--- src/rtl/vga_timing_gen.sv ---
// VGA raster timing generator: column/row counters with registered sync,
// active-video and line/frame start strobes, all aligned to the shown pixel.
module vga_timing_gen #(
    parameter int unsigned H_ACTIVE = 640,
    parameter int unsigned H_FP     = 16,
    parameter int unsigned H_SYNC   = 96,
    parameter int unsigned H_BP     = 48,
    parameter int unsigned V_ACTIVE = 480,
    parameter int unsigned V_FP     = 10,
    parameter int unsigned V_SYNC   = 2,
    parameter int unsigned V_BP     = 33,
    parameter logic        H_POL    = 1'b0,
    parameter logic        V_POL    = 1'b0,
    parameter int unsigned CW       = 10
) (
    input  logic          CLK,
    input  logic          RST_N,
    input  logic          EN,
    output logic          H_Sync,
    output logic          V_Sync,
    output logic          Active,
    output logic [CW-1:0] CountCol,
    output logic [CW-1:0] CountRow,
    output logic          Line_Start,
    output logic          Frame_Start
);

    localparam int unsigned H_TOTAL = H_ACTIVE + H_FP + H_SYNC + H_BP;
    localparam int unsigned V_TOTAL = V_ACTIVE + V_FP + V_SYNC + V_BP;

    localparam logic [CW-1:0] H_LAST = CW'(H_TOTAL - 1);
    localparam logic [CW-1:0] V_LAST = CW'(V_TOTAL - 1);

    // Decode bounds carry one spare bit so a sync ending at 2^CW still compares correctly
    localparam logic [CW:0] H_ACT_END  = (CW+1)'(H_ACTIVE);
    localparam logic [CW:0] H_SYNC_BEG = (CW+1)'(H_ACTIVE + H_FP);
    localparam logic [CW:0] H_SYNC_END = (CW+1)'(H_ACTIVE + H_FP + H_SYNC);
    localparam logic [CW:0] V_ACT_END  = (CW+1)'(V_ACTIVE);
    localparam logic [CW:0] V_SYNC_BEG = (CW+1)'(V_ACTIVE + V_FP);
    localparam logic [CW:0] V_SYNC_END = (CW+1)'(V_ACTIVE + V_FP + V_SYNC);

    logic [CW-1:0] col_q, col_d;
    logic [CW-1:0] row_q, row_d;
    logic          hs_q, hs_d;
    logic          vs_q, vs_d;
    logic          act_q, act_d;
    logic          ls_q, ls_d;
    logic          fs_q, fs_d;

    logic [CW:0]   col_x;
    logic [CW:0]   row_x;

    // Next-count plus decode of the next pixel, so every output lands with its count
    always_comb begin
        col_d = col_q;
        row_d = row_q;
        hs_d  = hs_q;
        vs_d  = vs_q;
        act_d = act_q;
        ls_d  = 1'b0;
        fs_d  = 1'b0;
        col_x = '0;
        row_x = '0;
        if (EN) begin
            if (col_q == H_LAST) begin
                col_d = '0;
                row_d = (row_q == V_LAST) ? '0 : row_q + CW'(1);
            end else begin
                col_d = col_q + CW'(1);
            end
            col_x = {1'b0, col_d};
            row_x = {1'b0, row_d};
            hs_d  = (col_x >= H_SYNC_BEG && col_x < H_SYNC_END) ? H_POL : ~H_POL;
            vs_d  = (row_x >= V_SYNC_BEG && row_x < V_SYNC_END) ? V_POL : ~V_POL;
            act_d = (col_x < H_ACT_END) && (row_x < V_ACT_END);
            ls_d  = (col_d == '0);
            fs_d  = (col_d == '0) && (row_d == '0);
        end
    end

    always_ff @(posedge CLK or negedge RST_N) begin
        if (!RST_N) begin
            col_q <= H_LAST;
            row_q <= V_LAST;
            hs_q  <= ~H_POL;
            vs_q  <= ~V_POL;
            act_q <= 1'b0;
            ls_q  <= 1'b0;
            fs_q  <= 1'b0;
        end else begin
            col_q <= col_d;
            row_q <= row_d;
            hs_q  <= hs_d;
            vs_q  <= vs_d;
            act_q <= act_d;
            ls_q  <= ls_d;
            fs_q  <= fs_d;
        end
    end

    assign CountCol    = col_q;
    assign CountRow    = row_q;
    assign H_Sync      = hs_q;
    assign V_Sync      = vs_q;
    assign Active      = act_q;
    assign Line_Start  = ls_q;
    assign Frame_Start = fs_q;

endmodule

--- config.mk ---
export PLATFORM = sky130hd
export DESIGN_NAME = vga_timing_gen
export DESIGN_NICKNAME = d
export VERILOG_FILES = /design/src/rtl/vga_timing_gen.sv
export SDC_FILE = /design/constraint.sdc
export NUM_CORES = 1
export LEC_CHECK = 0
export CAP_MARGIN = 20
export CELL_PAD_IN_SITES_DETAIL_PLACEMENT = 1
export CELL_PAD_IN_SITES_GLOBAL_PLACEMENT = 1
export CORE_MARGIN = 4
export CORE_UTILIZATION = 40
export DETAILED_ROUTE_END_ITERATION = 6
export GPL_ROUTABILITY_DRIVEN = 1
export PLACE_DENSITY = 0.82
export SLEW_MARGIN = 25
export SYNTH_ARGS = -nofsm -noshare
export SYNTH_HDL_FRONTEND = slang
export SYNTH_SLANG_ARGS = --single-unit
--- constraint.sdc ---
create_clock -name CLK -period 2.73 [get_ports CLK]
set_input_delay 0.546 -clock CLK [delete_from_list [all_inputs] [get_ports CLK]]
set_output_delay 0.546 -clock CLK [all_outputs]
set_load 0.1 [all_outputs]
==> metrics.md <==
| Metric | Value |
|---|---|
| Status | completed |
| Post-synthesis cell count | 205 |
| Unrepaired setup endpoints after global routing | false |
| Starting Density | 41.3% |
| Fin nets | 239 |
| Avg Cell Area, Syn | 8.78 um^2 |
| Critical-path maximum fanout | 8 |
| CTS tree | built |
| Final hold viol count | 0 |
| Min Tclk post-route | 2580 ps |
| Placed instance count | 279 |
| Wire per inst | 17.1 um |
| CP arrival | 2740 ps |
| Synth Register Bits | 25 |
| Slew Viols, Final | 0 |
| Die Ht | 75.1 um |
| FILL cells | 523 |
| CP max stage delay | 660 ps |
| Initial drt markers | 106 |
| Fraction of final layout cells sized beyond drive strength 1 | 26.8% |
| Area fraction of the dominant cell type after synthesis | 18.1% |
| LEAKAGE | 0.879 nW |
| Critical path, cell by cell | ha_1 > and4_2 > nand3_2 > nor3_2 > xnor2_1 > or3_1 > a32o_1 |
| Port Buffer Count | 27 |
| Max cap viols | 0 |
| Worst EP required | 2890 ps |
| Final setup violation count | 0 |
| Slew HR | 74.5% |
| DR vias | 1595 |
| Area contributors post-synth | dfrtp_1 (18%), dfstp_2 (18%), xnor2_1 (5.8%) |
| HPWL after detailed placement | 3.68 mm |
| Synth unique cells | 52 |
| H-tree lvl count | 1 |
| Largest net degree at the start of global routing | 26 |
| Antenna violations before repair | 0 |
| TNS Setup | 0 ps |
| Worst setup path class | reg -> reg |
| Residual DRC count | 0 |
| Placement Cell Area | 0.00208 mm^2 |
| Ys Warns | 0 |
| Worst Hold Class | reg -> reg |
| Gr usage total | 18.6% |
| Post-Syn Nets | 212 |
| Number of buffers created by CTS | 3 |
| Vias per cell | 5.64 |
| Fraction of registers with async set or reset after synthesis | 100% |
| Fin cells | 283 |
| RePlAce Congestion | 0.832 |
| Die Wd | 75.1 um |
| Worst-Skew Late Latency | 280 ps |
| Mapped Area | 0.00180 mm^2 |
| Cell family with most CP delay | simple AND/OR/NAND/NOR gates |
| Peak VDD IR | 510 uV |
| Router iterations before antenna repair | 4 |
| Worst-margin pin slew | 381 ps |
| Fmax | 0.388 GHz |
| Antenna Cells | 0 |
| Post-synth EDFFs | 0 |
| Sequential area share after synthesis | 35.6% |
| Clk slew on worst S/H paths | 90 ps |
| CTS Buffer Depth | 2 |
| Crit share post-route | 94.3% |
| Die area | 0.00563 mm^2 |
| # clock sinks | 25 |
| Crit start category | flop |
| Total Power | 2.11 mW |
| Number of global-route vias before repair | 1598 |
| First-pass GRT wire length | 8.20 mm |
| Ports | 28 |
| Drt total wl | 4.85 mm |
| Root Buffer | clkbuf_8 |
| Post-DRT Antenna Nets | 0 |
| Core area | 0.00435 mm^2 |
| Worst path bufs/invs | 0 |
| Area delta synth->final | 18.5% |
| Top cell type by total area after synthesis | dfrtp_1 |
| Worst Setup End Kind | flop |
| Num rows | 24 |
| Clk_skew | 11.4 ps |
| Slowest cell on the critical path | dfstp_4 |
| Top_reg_cell synth | dfrtp_1 |
| Pwr Density | 988 mW/mm^2 |
| Overflow after GRT | 0 |
| Final Cell Area | 0.00213 mm^2 |
-- where the power goes --
group | switching (mW) | leakage [nW] | internal, mW
combinational | 0.871 | 0.553 | 0.348
clock | 0.128 | 0.0255 | 0.102
sequential | 0.160 | 0.301 | 0.497
-- metal layers --
layer / share of wire (%) / GRT usage (%)
met4: 1.2 / 4.74
met3: 3.3 / 1.87
met5: 0 / 0
met1: 51 / 28.4
met2: 44 / 27.9
-- kinds of logic (layout without fill, tap and decap cells) --
kind of cell | Yosys count | count (layout) | share of synthesized area, %
adders and majority gates | 4 | 4 | 2.78
muxes | 4 | 4 | 2.29
buffers and inverters | 20 | 46 | 4.66
and+or+nand+nor | 88 | 88 | 28.3
xor gates and xnor gates | 16 | 16 | 7.79
DFF | 25 | 25 | 35.6
AOI/OAI and AO/OA | 48 | 48 | 18.6
-- metrics by stage --
step                setup slack [ps]  utilization [%]  hold slack, ps
floorplan                       19.3                -             250
global placement                 247             47.9             499
detailed placement               170             47.9             504
CTS                              136             48.9             518
global route                    40.9             49.0             550
finish                           154             49.0             515
-- sequential cells by signal (all words and copies together) (netlist names) --
signal / cells
CountRow: 10
Frame_Start: 1
Active: 1
H_Sync: 1
Line_Start: 1
V_Sync: 1
CountCol: 10
-- cell type report --
cell class,count,area (um^2),area share (%)
timing repair buffer,35,268,12.6
clock inverter,1,5.00,0.235
multi-input combinational,160,1080,50.5
sequential,25,651,30.5
clock buffer,3,41.3,1.94
tap,52,65.1,3.05
inverter,7,26.3,1.23
-- worst register-to-register path, stage by stage (launching register included) --
cell and delay [ps]:
dfstp_4 660, ha_1 230, and4_2 310, nand3_2 190, nor3_2 260, xnor2_1 110, or3_1 430, a32o_1 280
-- cell usage in the layout, fill, tap and decap left out, types with 3 or more instances in the layout --
cell type  Yosys  final
o21ai_0       12     11
nand2b_1       3      3
nand4_1        4      4
buf_4          0     33
inv_1          7      7
xnor2_1       12     12
ha_1           4      4
clkbuf_8       0      3
and2_1         3      3
o22ai_1        3      3
mux2i_1        3      3
and3_1         6      6
or3_1          3      3
a21oi_1        8      8
a21o_1         3      3
dfstp_2       12     10
nand3_1       14     14
o31ai_1        4      4
xor2_1         4      4
o211ai_1       3      3
nand2_1       20     20
nor3_1         3      3
dfrtp_1       13     11
nor2_1        16     16
-- cells in the mapped netlist, types with 6 or more instances --
cell type	count
nand3_1	14
and3_1	6
dfrtp_1	13
nand2_1	20
xnor2_1	12
inv_1	7
a21oi_1	8
buf_2	7
o21ai_0	12
nor2_1	16
dfstp_2	12
clkbuf_1	6
-- final timing paths --
kind	start	to	slack, ps	cells after the start
hold reg to reg	CountCol[3]$_DFFE_PN1P_	CountCol[3]$_DFFE_PN1P_	510	2
setup reg to reg	CountCol[0]$_DFFE_PN1P_	Active$_DFFE_PN0P_	150	7
max in group asynchronous	RST_N	H_Sync$_DFFE_PN1P_	1800	2
min in group asynchronous	RST_N	CountRow[5]$_DFFE_PN0P_	620	2
hold / removal	CountCol[3]$_DFFE_PN1P_	CountCol[3]$_DFFE_PN1P_	510	2
setup / recovery	CountCol[0]$_DFFE_PN1P_	Active$_DFFE_PN0P_	150	7
-- repair_timing --
action	CTS	global route
buffers inserted	0	0
hold endpoints to repair	0	0
gates resized for setup	0	2
setup endpoints to repair	0	2
hold buffers	0	0
No activity file was read; power rests on OpenSTA's default activity.
